===== config.mk =====
export PLATFORM = sky130hd
export DESIGN_NAME = cc_expun_queue_flat
export DESIGN_NICKNAME = d
export VERILOG_FILES = /design/src/rtl/cc_expun_queue_if.sv /design/src/rtl/cc_expun_queue.sv /design/src/flat_wrapper.sv
export SDC_FILE = /design/constraint.sdc
export NUM_CORES = 1
export LEC_CHECK = 0
export ABC_AREA = 1
export CAP_MARGIN = 20
export CORE_ASPECT_RATIO = 0.9
export CORE_MARGIN = 5
export CORE_UTILIZATION = 51
export CTS_BUF_LIST = sky130_fd_sc_hd__clkbuf_2
export CTS_CLUSTER_SIZE = 24
export DETAILED_ROUTE_END_ITERATION = 8
export PLACE_DENSITY = 0.84
export RECOVER_POWER = 25
export SLEW_MARGIN = 5
export SYNTH_ARGS = -nofsm -noshare
export SYNTH_HDL_FRONTEND = slang
export SYNTH_SLANG_ARGS = --single-unit

===== constraint.sdc =====
create_clock -name clk -period 6 [get_ports clk]
set_clock_uncertainty 0.15 [all_clocks]
set_input_delay 0.6 -clock clk [delete_from_list [all_inputs] [get_ports clk]]
set_output_delay 0.6 -clock clk [all_outputs]
set_load 0.005 [all_outputs]

===== src/rtl/cc_expun_queue_if.sv =====
// Expunge queue bus: per-way expunge inputs from the tag array, the
// head-of-queue handshake toward L2, and status/back-pressure outputs.
interface cc_expun_queue_if #(
  parameter int unsigned ADDR_W     = 37,
  parameter int unsigned DEPTH_BITS = 2
);
  logic [7:0]          exp_en;
  logic [8*ADDR_W-1:0] exp_addr;
  logic                out_en;
  logic [ADDR_W-1:0]   out_addr;
  logic                out_ack;
  logic                stall;
  logic                multi_err;
  logic                ovf_err;
  logic [DEPTH_BITS:0] count;

  // Tag array / L2 side drives expunges and acks.
  modport master (
    output exp_en, exp_addr, out_ack,
    input  out_en, out_addr, stall, multi_err, ovf_err, count
  );

  // The queue itself.
  modport slave (
    input  exp_en, exp_addr, out_ack,
    output out_en, out_addr, stall, multi_err, ovf_err, count
  );
endinterface


===== src/rtl/cc_expun_queue.sv =====
// Expunge (victim) address queue: picks one way's expunge address per cycle,
// merges back-to-back repeats of the same line, buffers in a small FIFO and
// presents the head to L2 with a registered valid/ack handshake.
// All state changes on the falling clock edge, matching the tag array.
module cc_expun_queue #(
  parameter int unsigned DEPTH      = 4,
  parameter int unsigned DEPTH_BITS = 2,
  parameter int unsigned ADDR_W     = 37
) (
  input logic             clk,
  input logic             rst,
  cc_expun_queue_if.slave bus
);

  localparam logic [DEPTH_BITS:0] CntFull  = (DEPTH_BITS+1)'(DEPTH);
  localparam logic [DEPTH_BITS:0] CntStall = (DEPTH_BITS+1)'(DEPTH - 1);

  logic [ADDR_W-1:0]     mem_q [DEPTH];
  logic [DEPTH_BITS-1:0] rd_q, rd_d, wr_q, wr_d, tail_ptr;
  logic [DEPTH_BITS:0]   count_q, count_d;
  logic                  out_en_q, out_en_d;
  logic [ADDR_W-1:0]     out_addr_q, out_addr_d;
  logic                  stall_q, stall_d;
  logic                  multi_q, ovf_q;

  logic                  push_req, multi_hit, merge, full, pop, push_acc, ovf_hit;
  logic [ADDR_W-1:0]     push_addr;

  // Way select: lowest-index enabled way wins; flag any multi-hot enable.
  always_comb begin
    push_addr = '0;
    for (int w = 7; w >= 0; w--) begin
      if (bus.exp_en[w]) push_addr = bus.exp_addr[w*ADDR_W +: ADDR_W];
    end
    push_req  = |bus.exp_en;
    multi_hit = (bus.exp_en & (bus.exp_en - 8'd1)) != 8'd0;
  end

  // Accept/drop decision and next pointer/count/output state.
  always_comb begin
    tail_ptr = wr_q - 1'b1;
    // Compare against the pre-pop tail so a same-edge pop cannot hide a repeat.
    merge    = (count_q != '0) && (push_addr == mem_q[tail_ptr]);
    full     = (count_q == CntFull);
    pop      = out_en_q && bus.out_ack;
    push_acc = push_req && !merge && (!full || pop);
    ovf_hit  = push_req && !merge && full && !pop;

    rd_d    = pop      ? rd_q + 1'b1 : rd_q;
    wr_d    = push_acc ? wr_q + 1'b1 : wr_q;
    count_d = count_q;
    if (push_acc && !pop)      count_d = count_q + 1'b1;
    else if (!push_acc && pop) count_d = count_q - 1'b1;

    out_en_d = (count_d != '0);
    // Bypass when the new head is the entry being written this edge.
    if (push_acc && (wr_q == rd_d)) out_addr_d = push_addr;
    else                            out_addr_d = mem_q[rd_d];
    stall_d = (count_d >= CntStall);
  end

  // FIFO storage; contents are don't-care after reset so no reset here.
  always_ff @(negedge clk) begin
    if (push_acc) mem_q[wr_q] <= push_addr;
  end

  // Control state, registered outputs and sticky error flags.
  always_ff @(negedge clk) begin
    if (rst) begin
      rd_q       <= '0;
      wr_q       <= '0;
      count_q    <= '0;
      out_en_q   <= 1'b0;
      out_addr_q <= '0;
      stall_q    <= 1'b0;
      multi_q    <= 1'b0;
      ovf_q      <= 1'b0;
    end else begin
      rd_q       <= rd_d;
      wr_q       <= wr_d;
      count_q    <= count_d;
      out_en_q   <= out_en_d;
      out_addr_q <= out_addr_d;
      stall_q    <= stall_d;
      multi_q    <= multi_q | multi_hit;
      ovf_q      <= ovf_q | ovf_hit;
    end
  end

  assign bus.out_en    = out_en_q;
  assign bus.out_addr  = out_addr_q;
  assign bus.stall     = stall_q;
  assign bus.multi_err = multi_q;
  assign bus.ovf_err   = ovf_q;
  assign bus.count     = count_q;

endmodule


===== src/flat_wrapper.sv =====
// flat-port wrapper written by rule: the top's interface ports become plain ports
module cc_expun_queue_flat 
#(
  parameter int unsigned DEPTH      = 4,
  parameter int unsigned DEPTH_BITS = 2,
  parameter int unsigned ADDR_W     = 37
)
  (clk, rst, bus_exp_en, bus_exp_addr, bus_out_ack, bus_out_en, bus_out_addr, bus_stall, bus_multi_err, bus_ovf_err, bus_count);
  cc_expun_queue_if #(.ADDR_W(ADDR_W), .DEPTH_BITS(DEPTH_BITS)) bus_i ();
  input logic clk;
  input logic rst;
  input wire logic [$bits(bus_i.exp_en)-1:0] bus_exp_en;
  input wire logic [$bits(bus_i.exp_addr)-1:0] bus_exp_addr;
  input wire logic [$bits(bus_i.out_ack)-1:0] bus_out_ack;
  output wire logic [$bits(bus_i.out_en)-1:0] bus_out_en;
  output wire logic [$bits(bus_i.out_addr)-1:0] bus_out_addr;
  output wire logic [$bits(bus_i.stall)-1:0] bus_stall;
  output wire logic [$bits(bus_i.multi_err)-1:0] bus_multi_err;
  output wire logic [$bits(bus_i.ovf_err)-1:0] bus_ovf_err;
  output wire logic [$bits(bus_i.count)-1:0] bus_count;
  assign bus_i.exp_en = bus_exp_en;
  assign bus_i.exp_addr = bus_exp_addr;
  assign bus_i.out_ack = bus_out_ack;
  assign bus_out_en = bus_i.out_en;
  assign bus_out_addr = bus_i.out_addr;
  assign bus_stall = bus_i.stall;
  assign bus_multi_err = bus_i.multi_err;
  assign bus_ovf_err = bus_i.ovf_err;
  assign bus_count = bus_i.count;
  cc_expun_queue #(.DEPTH(DEPTH), .DEPTH_BITS(DEPTH_BITS), .ADDR_W(ADDR_W)) u_core (.clk(clk), .rst(rst), .bus(bus_i));
endmodule

==> insert_results.sql <==
INSERT INTO impl_metrics (metric_group, metric, value, unit) VALUES
('drt', 'postRouteAntennaNets', '0', ''),
('yosys', 'netlist_top_cells_count', 'nand2_1, inv_1, edfxtp_1', ''),
('floorplanning', 'top_level_ports', '351', ''),
('yosys', 'synth_top_flop_cell', 'edfxtp_1', ''),
('yosys', 'synth_top_area_share', '33.8', '%'),
('global_routing', 'grt_antenna_before_repair', '5', ''),
('yosys', 'synth_compound_gate_area_share', '10.5', '%'),
('sta', 'timing_worst_slew_pin_value', '0.918', 'ns'),
('placed_design', 'dp.cells', '2687', ''),
('setup_path', 'path_common_cell', 'nand2_1', ''),
('yosys', 'synth-seq-cells', '196', ''),
('sta', 'setup_repair_after_global_routing_missed_its_margin', 'yes', ''),
('yosys', 'yosysSeqAreaShare', '41.1', '%'),
('sta', 'finalHoldViolCount', '0', ''),
('yosys', 'synth_cell_area', '13200', 'um^2'),
('layout', 'fin_cells', '2952', ''),
('yosys', 'post_synth_inst_count', '1956', ''),
('layout', 'finalNetCount', '2908', ''),
('sta', 'timing.max_slew.rel_slack', '38.8', '%'),
('layout', 'area_growth', '49.6', '%'),
('yosys', 'yosysMostFrequentCell', 'nand2_1', ''),
('clock_network', 'htree_num_levels', '4', ''),
('setup_path', 'worst-path-max-fanout', '22', ''),
('floorplanning', 'fp.dieW', '179', 'um'),
('sta', 'timing.final.max_slew_violations', '0', ''),
('setup_path', 'timing.critical_path.slowest_cell_delay', '0.23', 'ns'),
('floorplanning', 'floorplan.core_area', '25300', 'um^2'),
('job', 'max_cap_viols', '0', ''),
('yosys', 'synthArstFlopShare', '0', '%'),
('floorplanning', 'start_util', '52.1', '%'),
('setup_path', 'crit_path_top_delay_cell', 'buf_6', ''),
('placed_design', 'dp_slack', '-1.20', 'ns'),
('sta', 'post-route-worst-setup-slack', '0.0292', 'ns'),
('run_status', 'violated_checks', 'DRC', ''),
('setup_path', 'setup.worst_path.class', 'in -> reg', ''),
('setup_path', 'worstSetupStartpointType', 'primary input', ''),
('yosys', 'post_synth_fa_ha_maj_area_fraction', '0.666', '%'),
('yosys', 'synthMuxAreaShare', '0', '%'),
('layout', 'post_route_cells_drive_above_1_share', '12.1', '%'),
('drt', 'route.detailed.drc', '3', ''),
('floorplanning', 'fp-row-count', '55', ''),
('global_routing', 'grt_max_degree', '83', ''),
('run_status', 'run_status', 'complete, but fails checks', ''),
('sta', 'finalSetupTns', '0', 'ns'),
('power_and_ir_drop', 'leakagePower', '9.88', 'nW'),
('clock_network', 'clock_insertion_delay_worst_skew', '0.84', 'ns'),
('clock_network', 'number_of_buffers_inserted_by_hold_repair_at_cts', '0', ''),
('yosys', 'syn-num-nets', '2270', ''),
('yosys', 'dominant_combinational_cell_family_by_area_after_synthesis', 'simple AND/OR/NAND/NOR gates', ''),
('layout', 'post-route-util', '77.9', '%'),
('yosys', 'synth_warnings', '0', ''),
('setup_path', 'cp_data_arrival_time', '3.50', 'ns'),
('yosys', 'synthTopCellsByArea', 'edfxtp_1, nand2_1, dfxtp_1', ''),
('setup_path', 'critPathCaptureType', 'flop', ''),
('drt', 'routed_wl', '57400', 'um'),
('clock_network', 'cts_tree', 'built', ''),
('power_and_ir_drop', 'power_per_cell_area', '363', 'nW/um^2'),
('floorplanning', 'design.die.area', '29100', 'um^2'),
('drt', 'overall_via_count_from_detail_route', '16400', ''),
('placed_design', 'dp_hpwl', '38700', 'um'),
('drt', 'detail_route.iter0.violations', '2284', ''),
('clock_network', 'tritoncts_num_sinks', '196', ''),
('floorplanning', 'dieHeight', '162', 'um'),
('power_and_ir_drop', 'vdd_drop_max', '0.365', 'mV'),
('placed_design', 'globalplace.congestion', '1.02', ''),
('yosys', 'synth_area_leader_cell', 'edfxtp_1', ''),
('clock_network', 'cts-buffers-inserted', '17', ''),
('global_routing', 'grtUsageTotal', '37.3', '%'),
('yosys', 'avgSynthCellArea', '6.73', 'um^2'),
('drt', 'route.detailed.vias_per_inst', '5.54', ''),
('drt', 'route.detailed.wl_per_inst', '19.4', 'um');
[worst paths after layout]
| path | end | depth (start not counted) | startpoint | slack, ns |
|---|---|---|---|---|
| worst min register to register | u_core.bus.ovf_err | 1 | u_core.bus.ovf_err | 0.38 |
| worst min-delay path | u_core.bus.ovf_err | 1 | u_core.bus.ovf_err | 0.38 |
| worst max register to register | u_core.bus.out_addr[16] | 20 | u_core.wr_q[1] | 2.16 |
| worst max-delay path | u_core.bus.out_addr[16] | 25 | bus_exp_en[1] | 0.03 |
[worst max-delay path: cells and delay by family]
family	cells	cell delay, ns
buf+inv	8	1.22
simple gates	15	1.40
compound gates	2	0.31
[kinds of logic (layout without fill, tap and decap cells)]
family | count (synthesis) | in the layout
XOR/XNOR | 4 | 4
flip-flops | 196 | 196
AND/OR/NAND/NOR | 1198 | 1198
adder cells (fa/ha/maj) | 7 | 7
buffers and inverters | 322 | 973
AO/OA/AOI/OAI | 229 | 229
other | 0 | 3
[layout make-up]
type | count | area [um^2]
multi-input cells | 1438 | 6620
fillers | 1811 | 5580
flip-flops and latches | 196 | 5410
repair buffers | 529 | 5380
clock inverters | 211 | 910
inverters | 214 | 823
well taps | 342 | 428
clock buffers | 17 | 85.1
repair inverters | 2 | 15.0
diodes | 3 | 7.51
[flip-flops by register name, summed over array words and instances, names as in the netlist]
signal                cells
u_core.rd_q               2
u_core.mem_q            148
u_core.bus.out_addr      37
u_core.bus.count          3
u_core.bus.ovf_err        1
u_core.wr_q               2
u_core.bus.stall          1
u_core.bus.out_en         1
u_core.bus.multi_err      1
[layout by cell type (no fill, tap or decap), types with 27 or more instances in the layout]
master             n
or2_1             34
a32o_1            35
dfxtp_1           47
nand3_1          104
nand2_1          825
o21ai_0           40
inv_1            387
clkdlybuf4s50_1  342
nor2_1           131
or2_2             33
buf_4            130
o21ai_1           30
edfxtp_1         148
a21oi_1           86
buf_12            27
[repair_timing]
action	CTS	global route
gates cloned	5	6
setup buffers	16	11
pin swaps	8	21
gates resized for setup	42	44
endpoints found under the setup margin	186	192
[report_power, final]
group / internal, W / leakage [nW] / switching (W)
Sequential: 0.00196 / 1.77 / 0.000199
Combinational: 0.00153 / 6.91 / 0.00217
Clock: 0.000330 / 1.20 / 0.000958
Total: 0.00382 / 9.88 / 0.00333
[metal layers]
metal	track usage, %	part of all wire [%]	vias up
met4	20.1	5.6	4
met3	9.45	11	273
met2	63.1	47	1212
met1	43.2	36	7374
li1	-	-	7496
met5	0	0.042	-
[per-stage QoR]
step	total power (W)	instance area, um^2	hold slack [ns]
2_1_floorplan	0.00420	13300	0.314
3_3_place_gp	0.00550	18000	0.303
3_5_place_dp	0.00562	18000	0.350
4_1_cts	0.00691	19400	0.368
5_1_grt	0.00760	19700	0.394
6_report	0.00715	19700	0.381
Power figures use the tool's default switching activity.
